===== src/rtl/inst_fetch_if.sv =====
// rtl/inst_fetch_if.sv - byte-wide instruction memory read port between fetch (master) and memory (slave)
interface inst_fetch_if #(
    parameter int ADDR_W = 32
);
    logic              mem_req_o;
    logic [ADDR_W-1:0] mem_addr_o;
    logic              mem_gnt_i;
    logic [7:0]        mem_rdata_i;

    modport master (
        output mem_req_o,
        output mem_addr_o,
        input  mem_gnt_i,
        input  mem_rdata_i
    );

    modport slave (
        input  mem_req_o,
        input  mem_addr_o,
        output mem_gnt_i,
        output mem_rdata_i
    );
endinterface


===== src/rtl/inst_fetch.sv =====
// rtl/inst_fetch.sv - IF stage: PC owner, four-byte instruction fetch, redirect and stall handling
module inst_fetch #(
    parameter int              ADDR_W   = 32,
    parameter logic [ADDR_W-1:0] RESET_PC = '0
) (
    input  logic              clk,
    input  logic              rst,
    input  logic [5:0]        stall,
    input  logic              branch_flag_i,
    input  logic [ADDR_W-1:0] branch_target_i,
    inst_fetch_if.master      mem,
    output logic              get_inst,
    output logic [ADDR_W-1:0] if_pc,
    output logic [31:0]       if_inst
);

    typedef enum logic {
        S_FETCH = 1'b0,
        S_HOLD  = 1'b1
    } state_e;

    state_e            state_q, state_d;
    logic [ADDR_W-1:0] pc_q, pc_d;
    logic [2:0]        req_cnt_q, req_cnt_d;
    logic [2:0]        rsp_cnt_q, rsp_cnt_d;
    logic              inflight_q, inflight_d;
    logic [31:0]       buf_q, buf_d;
    logic              get_inst_q, get_inst_d;
    logic [ADDR_W-1:0] if_pc_q, if_pc_d;
    logic [31:0]       if_inst_q, if_inst_d;

    logic              mem_req;
    logic              mem_fire;
    logic [31:0]       buf_next;

    // Only stall[0] belongs to this stage; the rest of the vector is for later stages.
    logic              unused_stall;
    assign unused_stall = ^stall[5:1];

    always_comb begin
        mem_req    = 1'b0;
        mem_fire   = 1'b0;
        buf_next   = buf_q;
        state_d    = state_q;
        pc_d       = pc_q;
        req_cnt_d  = req_cnt_q;
        rsp_cnt_d  = rsp_cnt_q;
        inflight_d = inflight_q;
        buf_d      = buf_q;
        get_inst_d = get_inst_q;
        if_pc_d    = if_pc_q;
        if_inst_d  = if_inst_q;

        // Gating with the redirect guarantees no grant lands on a PC about to be abandoned.
        mem_req  = ~rst & (state_q == S_FETCH) & (req_cnt_q < 3'd4) & ~branch_flag_i;
        mem_fire = mem_req & mem.mem_gnt_i;

        // Returning byte merged in little-endian position; used for both the buffer and
        // the presented instruction so the 4th byte needs no extra cycle.
        buf_next[{rsp_cnt_q[1:0], 3'b000} +: 8] = mem.mem_rdata_i;

        if (branch_flag_i) begin
            // Clearing inflight drops any byte still returning for the old PC.
            pc_d       = branch_target_i;
            state_d    = S_FETCH;
            req_cnt_d  = 3'd0;
            rsp_cnt_d  = 3'd0;
            inflight_d = 1'b0;
            get_inst_d = 1'b0;
        end else if (state_q == S_FETCH) begin
            inflight_d = mem_fire;
            if (mem_fire) begin
                req_cnt_d = req_cnt_q + 3'd1;
            end
            if (inflight_q) begin
                buf_d     = buf_next;
                rsp_cnt_d = rsp_cnt_q + 3'd1;
                if (rsp_cnt_q == 3'd3) begin
                    if_inst_d  = buf_next;
                    if_pc_d    = pc_q;
                    get_inst_d = 1'b1;
                    state_d    = S_HOLD;
                end
            end
        end else if (!stall[0]) begin
            get_inst_d = 1'b0;
            pc_d       = pc_q + ADDR_W'(4);
            req_cnt_d  = 3'd0;
            rsp_cnt_d  = 3'd0;
            inflight_d = 1'b0;
            state_d    = S_FETCH;
        end
    end

    always_ff @(posedge clk or posedge rst) begin
        if (rst) begin
            state_q    <= S_FETCH;
            pc_q       <= RESET_PC;
            req_cnt_q  <= 3'd0;
            rsp_cnt_q  <= 3'd0;
            inflight_q <= 1'b0;
            buf_q      <= 32'd0;
            get_inst_q <= 1'b0;
            if_pc_q    <= '0;
            if_inst_q  <= 32'd0;
        end else begin
            state_q    <= state_d;
            pc_q       <= pc_d;
            req_cnt_q  <= req_cnt_d;
            rsp_cnt_q  <= rsp_cnt_d;
            inflight_q <= inflight_d;
            buf_q      <= buf_d;
            get_inst_q <= get_inst_d;
            if_pc_q    <= if_pc_d;
            if_inst_q  <= if_inst_d;
        end
    end

    assign mem.mem_req_o  = mem_req;
    assign mem.mem_addr_o = pc_q + ADDR_W'(req_cnt_q);
    assign get_inst       = get_inst_q;
    assign if_pc          = if_pc_q;
    assign if_inst        = if_inst_q;

endmodule

===== src/flat_wrapper.sv =====
// flat-port wrapper written by rule: the top's interface ports become plain ports
module inst_fetch_flat 
#(
    parameter int              ADDR_W   = 32,
    parameter logic [ADDR_W-1:0] RESET_PC = '0
)
  (clk, rst, stall, branch_flag_i, branch_target_i, get_inst, if_pc, if_inst, mem_mem_req_o, mem_mem_addr_o, mem_mem_gnt_i, mem_mem_rdata_i);
  inst_fetch_if #(.ADDR_W(ADDR_W)) mem_i ();
  input  logic clk;
  input  logic rst;
  input  logic [5:0] stall;
  input  logic branch_flag_i;
  input  logic [ADDR_W-1:0] branch_target_i;
  output logic get_inst;
  output logic [ADDR_W-1:0] if_pc;
  output logic [31:0] if_inst;
  output wire logic [$bits(mem_i.mem_req_o)-1:0] mem_mem_req_o;
  output wire logic [$bits(mem_i.mem_addr_o)-1:0] mem_mem_addr_o;
  input wire logic [$bits(mem_i.mem_gnt_i)-1:0] mem_mem_gnt_i;
  input wire logic [$bits(mem_i.mem_rdata_i)-1:0] mem_mem_rdata_i;
  assign mem_mem_req_o = mem_i.mem_req_o;
  assign mem_mem_addr_o = mem_i.mem_addr_o;
  assign mem_i.mem_gnt_i = mem_mem_gnt_i;
  assign mem_i.mem_rdata_i = mem_mem_rdata_i;
  inst_fetch #(.ADDR_W(ADDR_W), .RESET_PC(RESET_PC)) u_core (.clk(clk), .rst(rst), .stall(stall), .branch_flag_i(branch_flag_i), .branch_target_i(branch_target_i), .mem(mem_i), .get_inst(get_inst), .if_pc(if_pc), .if_inst(if_inst));
endmodule

===== config.mk =====
export PLATFORM = sky130hd
export DESIGN_NAME = inst_fetch_flat
export DESIGN_NICKNAME = d
export VERILOG_FILES = /design/src/rtl/inst_fetch_if.sv /design/src/rtl/inst_fetch.sv /design/src/flat_wrapper.sv
export SDC_FILE = /design/constraint.sdc
export NUM_CORES = 1
export LEC_CHECK = 0
export CAP_MARGIN = 20
export CORE_UTILIZATION = 55
export DETAILED_ROUTE_END_ITERATION = 10
export GPL_TIMING_DRIVEN = 0
export MAX_ROUTING_LAYER = met4
export PLACE_DENSITY = 0.9
export SETUP_SLACK_MARGIN = 0.15
export SLEW_MARGIN = 10
export SYNTH_ARGS = -nofsm -noshare
export SYNTH_HDL_FRONTEND = slang
export SYNTH_SLANG_ARGS = --single-unit

===== constraint.sdc =====
create_clock -name clk -period 10.4 [get_ports clk]
set_clock_uncertainty 0.1 [all_clocks]
set_input_delay 1.56 -clock clk [delete_from_list [all_inputs] [get_ports clk]]
set_output_delay 1.56 -clock clk [all_outputs]
set_load 0.02 [all_outputs]

=== After elaboration in Yosys (flattened, before gate mapping) ===
Cells that the tools add are included.

* Output and inout bits: 98
* ROM bits: 0
* Input port bits: 50
* Bits in latches: 0
* Memories kept: 0
* Bits in writable memories: 0
* Logic and storage cells: 60
* Flip-flop bits (word level): 137

* Shift-type cells: 2
* Multiply operators: 0
* Bitwise operators: 7
* Muxes and demuxes: 23
* Equality and inequality tests: 3
* Div/mod/pow operators: 0
* Reduce and logical (&&, ||, !) cells: 10
* $lt $le $gt $ge: 1
* Add/sub/neg operators: 5

{| class="wikitable"
|+ Operators by type and width
! operator !! number
|-
| $mux 32 || 3
|-
| $add 32x3->32 || 1
|-
| $add 32x3->32 const B || 1
|-
| $bwmux 32 || 1
|-
| $shift 8x7->32 const A || 1
|-
| $shiftx 8x7->32 || 1
|-
| $mux 3 || 7
|-
| $mux 1 || 12
|-
| $reduce_bool 3->1 || 3
|-
| $neg 5->7 || 1
|-
| $add 3x1->3 const B || 2
|-
| $reduce_and 2->1 || 3
|-
| $reduce_and 3->1 || 2
|-
| $and 1x1->1 || 4
|-
| $reduce_and 4->1 || 1
|-
| $eq 3x2->1 const B || 1
|-
| $lt 3x3->1 const B || 1
|-
| $ne 3x3->1 const B || 1
|-
| $not 1->1 || 3
|-
| $ne 2x1->1 const B || 1
|-
| $reduce_bool 2->1 || 1
|}

=== Depth between registers and ports, before layout ===
Gate-level depths: netlist of run 1.

* Word-level depth: 8
* Gate-level depth with buffers: 7
* Gate-level depth less buffers: 6

=== Worst setup path before layout of run 1 ===
No wires, ideal clock.

* Path type: input -> output
* From: input port branch_flag_i
* To: output port mem_mem_req_o
* Stages: 1
* Slack: 6.258 ns
* Arrival: 2.482 ns
* Required time: 8.740 ns
* Cells stage by stage: nor4_1

* Word-level cells in the longest chain between the ends: 2

{| class="wikitable"
|+ Ends and longest elaborated chain
! element !! line !! source
|-
| start, declared || flat_wrapper.sv:12 || <nowiki>input logic branch_flag_i;</nowiki>
|-
| $not 1->1 (no line) || n/a ||
|-
| $and 1x1->1 || inst_fetch.sv:55 || <nowiki>mem_req = ~rst & (state_q == S_FETCH) & (req_cnt_q < 3'd4) & ~branch_flag_i;</nowiki>
|-
| end, declared || flat_wrapper.sv:17 || <nowiki>output wire logic [$bits(mem_i.mem_req_o)-1:0] mem_mem_req_o;</nowiki>
|}

Every way passes these cells.

=== Worst setup path in the final report of run 1 ===
Ends and elaborated chain as after synthesis.

==> reports/qor.json, run 1 <==
{
  "pin_count_of_the_biggest_net_entering_global_routing": {"value": 73},
  "multiInputGateArea": {"value": 3140, "unit": "um2"},
  "worst_ep_required_time": {"value": 8.74, "unit": "ns"},
  "synthDominantCellAreaShare": {"value": 50.1, "unit": "%"},
  "worst_hold_path_type": {"value": "register to register"},
  "max_h_tree_level": {"value": 4},
  "fmax": {"value": 197, "unit": "MHz"},
  "ir_drop": {"value": 0.165, "unit": "mV"},
  "iteration_count_of_the_initial_detailed_routing_pass": {"value": 5},
  "drt_drc_violations_left": {"value": 0},
  "reg2reg_from": {"value": "u_core.rsp_cnt_q[0]"},
  "cts.reportedPaths.clkPinSlew": {"value": 0.06, "unit": "ns"},
  "synth.largest_area_cell": {"value": "sky130_fd_sc_hd__dfrtp_1"},
  "post-cts-setup-buffers": {"value": 0},
  "floorplan.initialDensity": {"value": 56.7, "unit": "%"},
  "synthesis.instances": {"value": 735},
  "postLayoutCellArea": {"value": 9050, "unit": "um2"},
  "final_min_period_over_clock_period": {"value": 48.8, "unit": "%"},
  "share_seq_of_total_power": {"value": 41.7, "unit": "%"},
  "floorplan.core_area": {"value": 12100, "unit": "um2"},
  "die-height": {"value": 114, "unit": "um"},
  "critPathArrivalTime": {"value": 3.42, "unit": "ns"},
  "postSynth.asyncResetShare": {"value": 100, "unit": "%"},
  "drv.max_cap_violation_count": {"value": 0},
  "finalNetCount": {"value": 951},
  "yosys.cell_types.count": {"value": 51},
  "critical_path.reg2reg.endpoint": {"value": "u_core.buf_q[21]"},
  "clock-sinks": {"value": 137},
  "setup-tns-final": {"value": 0, "unit": "ns"},
  "crit_type": {"value": "input pin to primary output"},
  "synth_ff_type": {"value": "sky130_fd_sc_hd__dfrtp_1"},
  "postRouteWirelength": {"value": 20000, "unit": "um"},
  "antenna_cells": {"value": 0},
  "synth_seq_cells": {"value": 137},
  "tritoncts": {"value": "built"},
  "worst_hold_path.num_cells": {"value": 2},
  "p_clk_share": {"value": 46.3, "unit": "%"},
  "postSynthNetCount": {"value": 797},
  "cts_buffers": {"value": 17},
  "worstHoldEndpoint": {"value": "u_core.if_pc[22]"},
  "overflow": {"value": 0},
  "synth.avg_cell_area": {"value": 9.31, "unit": "um2"},
  "post_synth_most_frequent_cells": {"value": "145 x sky130_fd_sc_hd__nand2_1, 137 x sky130_fd_sc_hd__dfrtp_1, 63 x sky130_fd_sc_hd__o21ai_0, 37 x sky130_fd_sc_hd__a21oi_1"},
  "route.antenna.remaining_nets": {"value": 0},
  "maxSlewViolCount": {"value": 0},
  "reg2regPathDepth": {"value": 7},
  "finalSetupViolCount": {"value": 0},
  "synth.cell_area": {"value": 6840, "unit": "um2"},
  "rsz0062_at_grt": {"value": "no"},
  "combPwrFrac": {"value": 12.0, "unit": "%"},
  "number_of_fill_cells": {"value": 808},
  "grt_antenna_before_repair": {"value": 0},
  "kind_of_launch_point_of_the_worst_setup_path": {"value": "input pin"},
  "post_cts.resized_instances": {"value": 0},
  "gp_congestion": {"value": 0.924},
  "die_w": {"value": 114, "unit": "um"},
  "drive_above_1_share": {"value": 6.87, "unit": "%"},
  "critical_path_peak_fanout": {"value": 4},
  "static-leakage-power": {"value": 3.90, "unit": "nW"},
  "via_count_of_the_first_global_routing_pass": {"value": 6088},
  "hpwlAfterDp": {"value": 13300, "unit": "um"},
  "area.sequential": {"value": 3430, "unit": "um2"},
  "timing.hold.worst.start": {"value": "u_core.if_pc[22]"},
  "total_power_density_per_cell_area": {"value": 151, "unit": "nW/um2"},
  "i_o_pin_count": {"value": 148},
  "fin_hold_ws": {"value": 0.376, "unit": "ns"},
  "global_route_wire_length_before_repair": {"value": 31600, "unit": "um"},
  "dpl_cell_area": {"value": 8430, "unit": "um2"},
  "first_iter_violations": {"value": 721},
  "synth_warnings": {"value": 0},
  "largest_cells_by_area_after_synthesis": {"value": "sky130_fd_sc_hd__dfrtp_1 50%, sky130_fd_sc_hd__nand2_1 8.0%, sky130_fd_sc_hd__o21ai_0 4.6%, sky130_fd_sc_hd__xnor2_1 4.4%, sky130_fd_sc_hd__a22o_1 4.1%"},
  "route.vias.total": {"value": 6294},
  "reg2reg_slack": {"value": 7.65, "unit": "ns"},
  "buffer_ports.inserted": {"value": 134},
  "grt_usage": {"value": 33.2, "unit": "%"},
  "final.min_clock_period": {"value": 5.08, "unit": "ns"},
  "intPower": {"value": 1.03, "unit": "mW"},
  "synth-seq-area-share": {"value": 50.1, "unit": "%"},
  "finalHoldViolCount": {"value": 0},
  "p_r_area_growth_vs_syn": {"value": 32.3, "unit": "%"},
  "clock-root-buffer": {"value": "sky130_fd_sc_hd__clkbuf_16"},
  "timing.max_slew.rel_slack": {"value": 30.8, "unit": "%"},
  "die_area": {"value": 12900, "unit": "um2"},
  "insertion_delay": {"value": 0.42, "unit": "ns"},
  "cts-root-to-sink-buffers": {"value": 2},
  "outcome": {"value": "finished, final reports clean"},
  "post-synth-top-count-cell": {"value": "sky130_fd_sc_hd__nand2_1"},
  "worst_pin_slew": {"value": 1.03, "unit": "ns"},
  "ctsHoldBuffers": {"value": 0},
  "switching_share": {"value": 25.1, "unit": "%"},
  "wire_per_inst": {"value": 18.7, "unit": "um"},
  "synth_edf_count": {"value": 0},
  "detail_route.vias_per_cell": {"value": 5.88},
  "std_cell_rows": {"value": 40},
  "worst_setup_path_end_kind": {"value": "primary output"},
  "switching_power_total": {"value": 0.344, "unit": "mW"}
}
## how the worst max path moves through the flow
stage                   startpoint                 end  depth (start not counted)
floorplan                      rst     u_core.buf_q[0]                          1
global placement               rst  u_core.if_inst[11]                          2
detailed placement   branch_flag_i       mem_mem_req_o                          3
CTS                  branch_flag_i       mem_mem_req_o                          3
global route        u_core.pc_q[2]  mem_mem_addr_o[29]                          6
finish               branch_flag_i       mem_mem_req_o                          3
## power by group through the flow
stage	sequential [mW]	clock (mW)	combinational, mW
floorplan	0.575	0	0.0960
global placement	0.578	0	0.156
detailed placement	0.579	0	0.161
CTS	0.570	0.636	0.164
global route	0.573	0.662	0.177
finish	0.571	0.634	0.165
## layer usage
metal | vias up | global-route usage, % | share of wire, %
li1 | 2870 | - | -
met1 | 3061 | 42.2 | 42
met2 | 301 | 51.9 | 48
met3 | 62 | 5.95 | 6.5
met4 | 0 | 15.7 | 3.5
met5 | - | - | 0
## layout make-up
cell class / instances / share of cell area (%)
buffer: 49 / 2.21
clock buffer: 22 / 5.35
clock inverter: 10 / 1.55
inverter: 19 / 0.843
multi-input combinational: 530 / 34.7
sequential: 137 / 37.9
tap: 168 / 2.32
timing repair buffer: 135 / 15.1
## metrics by stage
stage	power, mW	std cells	util [%]	setup WS (ns)
2_1_floorplan	0.671	735	-	5.07
3_3_place_gp	0.734	1037	69.6	3.25
3_5_place_dp	0.740	1038	69.9	5.37
4_1_cts	1.37	1070	75.1	5.35
5_1_grt	1.41	1070	75.1	5.23
6_report	1.37	1070	75.1	5.32
## logic make-up (layout without fill, tap and decap cells)
group / Yosys count / count (layout) / synth area share, %
buffers and inverters: 68 / 235 / 3.97
muxes: 4 / 4 / 0.658
DFF: 137 / 137 / 50.1
AOI/OAI and AO/OA: 158 / 158 / 14.5
and+or+nand+nor: 313 / 313 / 22.8
xor gates and xnor gates: 43 / 43 / 5.61
adders and majority gates: 12 / 12 / 2.30
## placed cells by master, fill, tap and decap left out, types with 3 or more instances in the layout
master                            netlist  routed
sky130_fd_sc_hd__nand4_1               25      25
sky130_fd_sc_hd__a22o_1                32      32
sky130_fd_sc_hd__clkbuf_8               0       4
sky130_fd_sc_hd__a311o_1                5       5
sky130_fd_sc_hd__nor4_1                 8       8
sky130_fd_sc_hd__xnor2_1               34      34
sky130_fd_sc_hd__clkbuf_1              27      28
sky130_fd_sc_hd__and3_1                 3       3
sky130_fd_sc_hd__clkbuf_16              0      17
sky130_fd_sc_hd__a31oi_1                7       7
sky130_fd_sc_hd__nand3_1               30      30
sky130_fd_sc_hd__xor2_1                 8       8
sky130_fd_sc_hd__o21ai_0               63      63
sky130_fd_sc_hd__nand2_1              145     145
sky130_fd_sc_hd__inv_1                 18      17
sky130_fd_sc_hd__nor2b_1               34      34
sky130_fd_sc_hd__a21oi_1               37      37
sky130_fd_sc_hd__clkinvlp_4             0       3
sky130_fd_sc_hd__mux2_2                 4       4
sky130_fd_sc_hd__dfrtp_1              137     137
sky130_fd_sc_hd__ha_1                  11      11
sky130_fd_sc_hd__and2_1                 6       6
sky130_fd_sc_hd__nor3_1                12      12
sky130_fd_sc_hd__bufinv_16              0       3
sky130_fd_sc_hd__clkdlybuf4s50_1        0     134
sky130_fd_sc_hd__a211o_1                5       5
sky130_fd_sc_hd__buf_1                  9       9
sky130_fd_sc_hd__nor2_1                27      27
sky130_fd_sc_hd__buf_2                 12      12
## critical path, stage by stage
cell	delay (ns)
sky130_fd_sc_hd__clkdlybuf4s50_1	0.48
sky130_fd_sc_hd__nor4_1	0.64
sky130_fd_sc_hd__clkdlybuf4s50_1	0.73
## state kept, by name, indices dropped and copies added (netlist names)
signal and flops:
u_core.pc_q 32, u_core.state_q 1, u_core.buf_q 32, u_core.if_pc 32, u_core.req_cnt_q 3, u_core.rsp_cnt_q 3
u_core.if_inst 32, u_core.inflight_q 1, u_core.get_inst 1
Power figures use the tool's default switching activity.
==> run 2, diff against run 1 <==
--- a/config.mk
+++ b/config.mk
@@ -6,11 +6,11 @@
 export NUM_CORES = 1
 export LEC_CHECK = 0
 export CAP_MARGIN = 20
-export CORE_UTILIZATION = 55
+export CORE_UTILIZATION = 51
 export DETAILED_ROUTE_END_ITERATION = 10
 export GPL_TIMING_DRIVEN = 0
 export MAX_ROUTING_LAYER = met4
-export PLACE_DENSITY = 0.9
+export PLACE_DENSITY = 0.84
 export SETUP_SLACK_MARGIN = 0.15
 export SLEW_MARGIN = 10
 export SYNTH_ARGS = -nofsm -noshare
==> constraint.sdc (replaced) <==
create_clock -name clk -period 5.1 [get_ports clk]
set_clock_uncertainty 0.1 [all_clocks]
set_input_delay 0.765 -clock clk [delete_from_list [all_inputs] [get_ports clk]]
set_output_delay 0.765 -clock clk [all_outputs]
set_load 0.02 [all_outputs]
==> reports/qor.json, run 2 (synthesized netlist as in run 1, its figures left out) <==
{
  "outcome": {"value": "finished, final reports clean"},
  "dpl_ws": {"value": 1.42, "unit": "ns", "change": "-3.95 ns"},
  "maxSlewViolCount": {"value": 0, "change": "unchanged"},
  "via_count_of_the_first_global_routing_pass": {"value": 6060, "change": "-0.46%"},
  "fmax": {"value": 240, "unit": "MHz"},
  "timing.max_slew.rel_slack": {"value": 33.7, "unit": "%", "change": "+2.8 points"},
  "layoutNonFillerInstCount": {"value": 1072, "change": "+0.19%"},
  "static-leakage-power": {"value": 3.90, "unit": "nW", "change": "-0.15%"},
  "p_r_area_growth_vs_syn": {"value": 32.0, "unit": "%"},
  "max_h_tree_level": {"value": 4, "change": "unchanged"},
  "worst_ep_required_time": {"value": 4.24, "unit": "ns", "change": "-4.50 ns"},
  "cts_buffers": {"value": 17, "change": "unchanged"},
  "drt_drc_violations_left": {"value": 0, "change": "unchanged"},
  "global_route_wire_length_before_repair": {"value": 31500, "unit": "um", "change": "-0.17%"},
  "worst_pin_slew": {"value": 0.986, "unit": "ns", "change": "-0.0439 ns"},
  "timing.hold.worst.start": {"value": "u_core.if_inst[1]"},
  "grt_usage": {"value": 30.0, "unit": "%", "change": "-3.2 points"},
  "timing.critical_path.cells": {"value": "ha_1 -> a21oi_1 -> a2111oi_2 -> nand2_1 -> xnor2_1 -> clkdlybuf4s50_1"},
  "iteration_count_of_the_initial_detailed_routing_pass": {"value": 5, "change": "unchanged"},
  "cts.reportedPaths.clkPinSlew": {"value": 0.06, "unit": "ns", "change": "about the same"},
  "drv.max_cap_violation_count": {"value": 0, "change": "unchanged"},
  "critPathArrivalTime": {"value": 3.31, "unit": "ns", "change": "-0.11 ns"},
  "placed_cells_incl_taps": {"value": 1042, "change": "+0.39%"},
  "finalHoldViolCount": {"value": 0, "change": "unchanged"},
  "die_area": {"value": 13900, "unit": "um2", "change": "+7.7%"},
  "post_cts.resized_instances": {"value": 0, "change": "unchanged"},
  "postLayoutCellArea": {"value": 9030, "unit": "um2", "change": "-0.23%"},
  "antenna_cells": {"value": 0, "change": "unchanged"},
  "wire_per_inst": {"value": 18.0, "unit": "um", "change": "-3.3%"},
  "reg2reg_from": {"value": "u_core.rsp_cnt_q[0]"},
  "die_w": {"value": 118, "unit": "um", "change": "+3.8%"},
  "critical_path_peak_fanout": {"value": 5, "change": "+1"},
  "rsz0062_at_grt": {"value": "no"},
  "critical_path.slowest_cell": {"value": "sky130_fd_sc_hd__a2111oi_2"},
  "finalWorstSetupSlack": {"value": 0.926, "unit": "ns", "change": "-4.40 ns"},
  "clock-sinks": {"value": 137, "change": "unchanged"},
  "worst_hold_path_type": {"value": "register to register"},
  "kind_of_launch_point_of_the_worst_setup_path": {"value": "register"},
  "post-cts-setup-buffers": {"value": 0, "change": "unchanged"},
  "critical_path.startpoint": {"value": "u_core.pc_q[2]"},
  "route.antenna.remaining_nets": {"value": 0, "change": "unchanged"},
  "tritoncts": {"value": "built"},
  "grt_antenna_before_repair": {"value": 0, "change": "unchanged"},
  "cts-root-to-sink-buffers": {"value": 2, "change": "unchanged"},
  "gp_congestion": {"value": 0.920, "change": "-0.42%"},
  "crit_type": {"value": "register to primary output"},
  "postRouteWirelength": {"value": 19300, "unit": "um", "change": "-3.1%"},
  "overflow": {"value": 0, "change": "unchanged"},
  "buffer_ports.inserted": {"value": 134, "change": "unchanged"},
  "first_iter_violations": {"value": 732, "change": "+1.5%"},
  "most_common_cell_after_layout_fill_and_taps_aside": {"value": "sky130_fd_sc_hd__nand2_1"},
  "fin_total_pwr": {"value": 2.74, "unit": "mW", "change": "+100%"},
  "clock-root-buffer": {"value": "sky130_fd_sc_hd__clkbuf_16"},
  "setup-tns-final": {"value": 0, "unit": "ns", "change": "unchanged"},
  "fin_hold_ws": {"value": 0.374, "unit": "ns", "change": "-0.00216 ns"},
  "finalNetCount": {"value": 951, "change": "unchanged"},
  "std_cell_rows": {"value": 41, "change": "+2.5%"},
  "final_util": {"value": 70.1, "unit": "%", "change": "-4.9 points"},
  "pin_count_of_the_biggest_net_entering_global_routing": {"value": 71, "change": "-2.7%"},
  "ir_drop": {"value": 0.239, "unit": "mV", "change": "+45%"},
  "floorplan.initialDensity": {"value": 53.2, "unit": "%", "change": "-3.6 points"},
  "insertion_delay": {"value": 0.43, "unit": "ns", "change": "about the same"},
  "most-common-layout-cells": {"value": "145 x sky130_fd_sc_hd__nand2_1, 137 x sky130_fd_sc_hd__dfrtp_1, 134 x sky130_fd_sc_hd__clkdlybuf4s50_1, 63 x sky130_fd_sc_hd__o21ai_0, 37 x sky130_fd_sc_hd__a21oi_1"},
  "ctsHoldBuffers": {"value": 0, "change": "unchanged"},
  "finalSetupViolCount": {"value": 0, "change": "unchanged"},
  "i_o_pin_count": {"value": 148, "change": "unchanged"},
  "floorplan.core_area": {"value": 12900, "unit": "um2", "change": "+6.8%"},
  "final_min_period_over_clock_period": {"value": 81.8, "unit": "%"},
  "route.vias.total": {"value": 6281, "change": "-0.21%"},
  "drive_above_1_share": {"value": 6.78, "unit": "%", "change": "-0.096 points"},
  "total_power_density_per_cell_area": {"value": 304, "unit": "nW/um2", "change": "+100%"},
  "crit_path_max_cell_delay": {"value": 0.89, "unit": "ns", "change": "+0.16 ns"},
  "dpl_cell_area": {"value": 8430, "unit": "um2", "change": "about the same"},
  "hpwlAfterDp": {"value": 13300, "unit": "um", "change": "+0.32%"},
  "final.min_clock_period": {"value": 4.17, "unit": "ns"},
  "worst_setup_path_end_kind": {"value": "primary output"},
  "detail_route.vias_per_cell": {"value": 5.86, "change": "-0.39%"},
  "die-height": {"value": 118, "unit": "um", "change": "+3.8%"}
}
-- run 2: final cells by class --
cell class                      instances  area (um2)
Fill cell                             973        3840
Sequential cell                       137        3430
Buffer                                 49         200
Timing Repair Buffer                  135        1370
Inverter                               19        76.3
Clock inverter                          7        90.1
Clock buffer                           23         508
Multi-Input combinational cell        530        3140
Tap cell                              172         215
-- run 2: per-layer routing --
metal	routed length (um)	global-route usage [%]	share of wire (%)
met5	0	-	0
met3	1550	6.98	8.0
met2	9030	43.9	47
met1	8270	40.4	43
met4	488	11.8	2.5
-- run 2: worst paths after layout --
| kind | to | slack [ns] | cells past startpoint |
|---|---|---|---|
| setup reg to reg | u_core.buf_q[21] | 2.43 | 7 |
| hold / removal | u_core.if_inst[1] | 0.37 | 2 |
| min in group asynchronous | u_core.pc_q[2] | 0.78 | 2 |
| setup / recovery | mem_mem_addr_o[17] | 0.93 | 6 |
| max in group asynchronous | u_core.if_inst[11] | 3.36 | 3 |
| hold reg to reg | u_core.if_inst[1] | 0.37 | 2 |
-- run 2: worst max-delay path: cells and delay by family (launching register included) --
kind / cells / cell delay, ns
buffers and inverters: 1 / 0.64
adders and majority gates: 1 / 0.38
xor gates and xnor gates: 1 / 0.23
and+or+nand+nor: 1 / 0.15
AOI/OAI and AO/OA: 2 / 1.04
DFF: 1 / 0.44
-- run 2: report_power, final --
group          leakage, nW  internal, mW  switching (mW)
clock network        0.293         0.789           0.457
registers             1.84          1.13          0.0365
logic                 1.76         0.145           0.187
total                 3.90          2.06           0.681
==> run 3, diff against run 2 <==
==> constraint.sdc (replaced) <==
create_clock -name clk -period 3.95 [get_ports clk]
set_clock_uncertainty 0.1 [all_clocks]
set_input_delay 0.5925 -clock clk [delete_from_list [all_inputs] [get_ports clk]]
set_output_delay 0.5925 -clock clk [all_outputs]
set_load 0.02 [all_outputs]
==> reports/qor.json, run 3 (synthesized netlist as in run 1, its figures left out) <==
{
  "first_iter_violations": {"value": 853, "change": "+17%"},
  "cts_buffers": {"value": 17, "change": "unchanged"},
  "most-common-layout-cells": {"value": "145 x sky130_fd_sc_hd__nand2_1, 137 x sky130_fd_sc_hd__dfrtp_1, 123 x sky130_fd_sc_hd__clkdlybuf4s50_1, 63 x sky130_fd_sc_hd__o21ai_0, 36 x sky130_fd_sc_hd__a21oi_1"},
  "std_cell_rows": {"value": 41, "change": "unchanged"},
  "floorplan.initialDensity": {"value": 53.2, "unit": "%", "change": "unchanged"},
  "fmax": {"value": 269, "unit": "MHz"},
  "rsz0062_at_grt": {"value": "no"},
  "ir_drop": {"value": 0.318, "unit": "mV", "change": "+33%"},
  "final.min_clock_period": {"value": 3.72, "unit": "ns"},
  "iteration_count_of_the_initial_detailed_routing_pass": {"value": 6, "change": "+1"},
  "grt_antenna_before_repair": {"value": 0, "change": "unchanged"},
  "i_o_pin_count": {"value": 148, "change": "unchanged"},
  "kind_of_launch_point_of_the_worst_setup_path": {"value": "register"},
  "via_count_of_the_first_global_routing_pass": {"value": 6115, "change": "+0.91%"},
  "p_r_area_growth_vs_syn": {"value": 33.9, "unit": "%"},
  "cts-root-to-sink-buffers": {"value": 2, "change": "unchanged"},
  "die_area": {"value": 13900, "unit": "um2", "change": "unchanged"},
  "number_of_fill_cells": {"value": 917, "change": "-5.8%"},
  "finalHoldViolCount": {"value": 0, "change": "unchanged"},
  "worst_ep_required_time": {"value": 3.26, "unit": "ns", "change": "-0.98 ns"},
  "hpwlAfterDp": {"value": 13800, "unit": "um", "change": "+3.4%"},
  "global_route_wire_length_before_repair": {"value": 32100, "unit": "um", "change": "+1.9%"},
  "detail_route.vias_per_cell": {"value": 5.93, "change": "+1.2%"},
  "ctsHoldBuffers": {"value": 0, "change": "unchanged"},
  "fin_hold_ws": {"value": 0.374, "unit": "ns", "change": "+0.0000930 ns"},
  "timing.max_slew.rel_slack": {"value": 34.1, "unit": "%", "change": "+0.41 points"},
  "layoutNonFillerInstCount": {"value": 1080, "change": "+0.75%"},
  "critPathArrivalTime": {"value": 3.03, "unit": "ns", "change": "-0.28 ns"},
  "clock-sinks": {"value": 137, "change": "unchanged"},
  "setup-tns-final": {"value": 0, "unit": "ns", "change": "unchanged"},
  "drv.max_cap_violation_count": {"value": 0, "change": "unchanged"},
  "postLayoutCellArea": {"value": 9160, "unit": "um2", "change": "+1.5%"},
  "dpl_ws": {"value": 0.376, "unit": "ns", "change": "-1.04 ns"},
  "die-height": {"value": 118, "unit": "um", "change": "unchanged"},
  "outcome": {"value": "finished, final reports clean"},
  "fin_total_pwr": {"value": 3.59, "unit": "mW", "change": "+31%"},
  "maxSlewViolCount": {"value": 0, "change": "unchanged"},
  "finalSetupViolCount": {"value": 0, "change": "unchanged"},
  "dpl_cell_area": {"value": 8480, "unit": "um2", "change": "+0.61%"},
  "cts.reportedPaths.clkPinSlew": {"value": 0.06, "unit": "ns", "change": "about the same"},
  "most_common_cell_after_layout_fill_and_taps_aside": {"value": "sky130_fd_sc_hd__nand2_1"},
  "worst_setup_path_end_kind": {"value": "primary output"},
  "finalWorstSetupSlack": {"value": 0.231, "unit": "ns", "change": "-0.695 ns"},
  "grt_usage": {"value": 30.8, "unit": "%", "change": "+0.80 points"},
  "drt_drc_violations_left": {"value": 0, "change": "unchanged"},
  "worst_hold_path_type": {"value": "register to register"},
  "total_power_density_per_cell_area": {"value": 392, "unit": "nW/um2", "change": "+29%"},
  "antenna_cells": {"value": 0, "change": "unchanged"},
  "pin_count_of_the_biggest_net_entering_global_routing": {"value": 37, "change": "-48%"},
  "clock-root-buffer": {"value": "sky130_fd_sc_hd__clkbuf_16"},
  "placed_cells_incl_taps": {"value": 1045, "change": "+0.29%"},
  "die_w": {"value": 118, "unit": "um", "change": "unchanged"},
  "drive_above_1_share": {"value": 7.82, "unit": "%", "change": "+1.0 points"},
  "overflow": {"value": 0, "change": "unchanged"},
  "final_util": {"value": 71.2, "unit": "%", "change": "+1.0 points"},
  "static-leakage-power": {"value": 4.03, "unit": "nW", "change": "+3.5%"},
  "wire_per_inst": {"value": 18.7, "unit": "um", "change": "+3.8%"},
  "max_h_tree_level": {"value": 4, "change": "unchanged"},
  "floorplan.core_area": {"value": 12900, "unit": "um2", "change": "unchanged"},
  "gp_congestion": {"value": 0.925, "change": "+0.45%"},
  "crit_type": {"value": "register to primary output"},
  "worst_pin_slew": {"value": 0.981, "unit": "ns", "change": "-0.00465 ns"},
  "final_min_period_over_clock_period": {"value": 94.2, "unit": "%"},
  "route.vias.total": {"value": 6402, "change": "+1.9%"},
  "buffer_ports.inserted": {"value": 134, "change": "unchanged"},
  "critical_path_peak_fanout": {"value": 7, "change": "+2"},
  "insertion_delay": {"value": 0.43, "unit": "ns", "change": "about the same"},
  "route.antenna.remaining_nets": {"value": 0, "change": "unchanged"},
  "finalNetCount": {"value": 957, "change": "+0.63%"},
  "tritoncts": {"value": "built"},
  "postRouteWirelength": {"value": 20200, "unit": "um", "change": "+4.5%"}
}
[run 3: cell count changes in the layout (fill, tap and decap cells not counted), sizes merged]
cell / delta
buf: +6
bufinv: +2
clkbuf: -4
clkdlybuf4s50: -11
clkinv: +1
clkinvlp: +4
dlygate4sd2: +1
dlymetal6s2s: +10
inv: -1
[run 3: path summary, 6_finish.rpt]
kind	startpoint	slack, ns	to	depth (start not counted)
setup reg to reg	u_core.rsp_cnt_q[0]	1.24	u_core.if_pc[15]	7
hold reg to reg	u_core.if_inst[6]	0.37	u_core.if_inst[6]	2
max in group asynchronous	rst	2.32	u_core.pc_q[31]	5
hold / removal	u_core.if_inst[6]	0.37	u_core.if_inst[6]	2
min in group asynchronous	rst	0.45	u_core.pc_q[1]	2
setup / recovery	u_core.pc_q[2]	0.23	mem_mem_addr_o[19]	6
[run 3: cell type report]
type	instances	area, um2	share of cell area (%)
sequential	137	3430	37.4
multi-input combinational	530	3170	34.6
timing repair buffer	141	1470	16.0
clock buffer	19	433	4.72
tap	172	215	2.35
buffer	49	203	2.21
clock inverter	13	178	1.94
inverter	19	75.1	0.819
[run 3: repair_timing]
item	4_1_cts	5_1_grt
pin swaps	0	1
endpoints found under the hold margin	0	0
buffers inserted	0	2
gates resized for setup	5	12
endpoints found under the setup margin	10	16
[run 3: where the power goes]
| part | switching (mW) | internal, mW |
|---|---|---|
| clock | 0.602 | 1.05 |
| sequential | 0.0471 | 1.46 |
| combinational | 0.246 | 0.190 |
[run 3: critical path, cell delays in order (launching register included)]
cell and delay, ns:
sky130_fd_sc_hd__dfrtp_1 0.44, sky130_fd_sc_hd__ha_1 0.37, sky130_fd_sc_hd__nand3_1 0.22, sky130_fd_sc_hd__a21oi_2 0.49
sky130_fd_sc_hd__nand4_1 0.18, sky130_fd_sc_hd__xnor2_1 0.26, sky130_fd_sc_hd__clkdlybuf4s50_1 0.65
[run 3: layer usage]
| layer | GRT usage (%) | share of wire (%) | wire, um |
|---|---|---|---|
| met5 | - | 0 | 0 |
| met1 | 40.3 | 41 | 8250 |
| met3 | 6.40 | 8.7 | 1760 |
| met4 | 14.3 | 3.3 | 677 |
| met2 | 46.1 | 47 | 9540 |
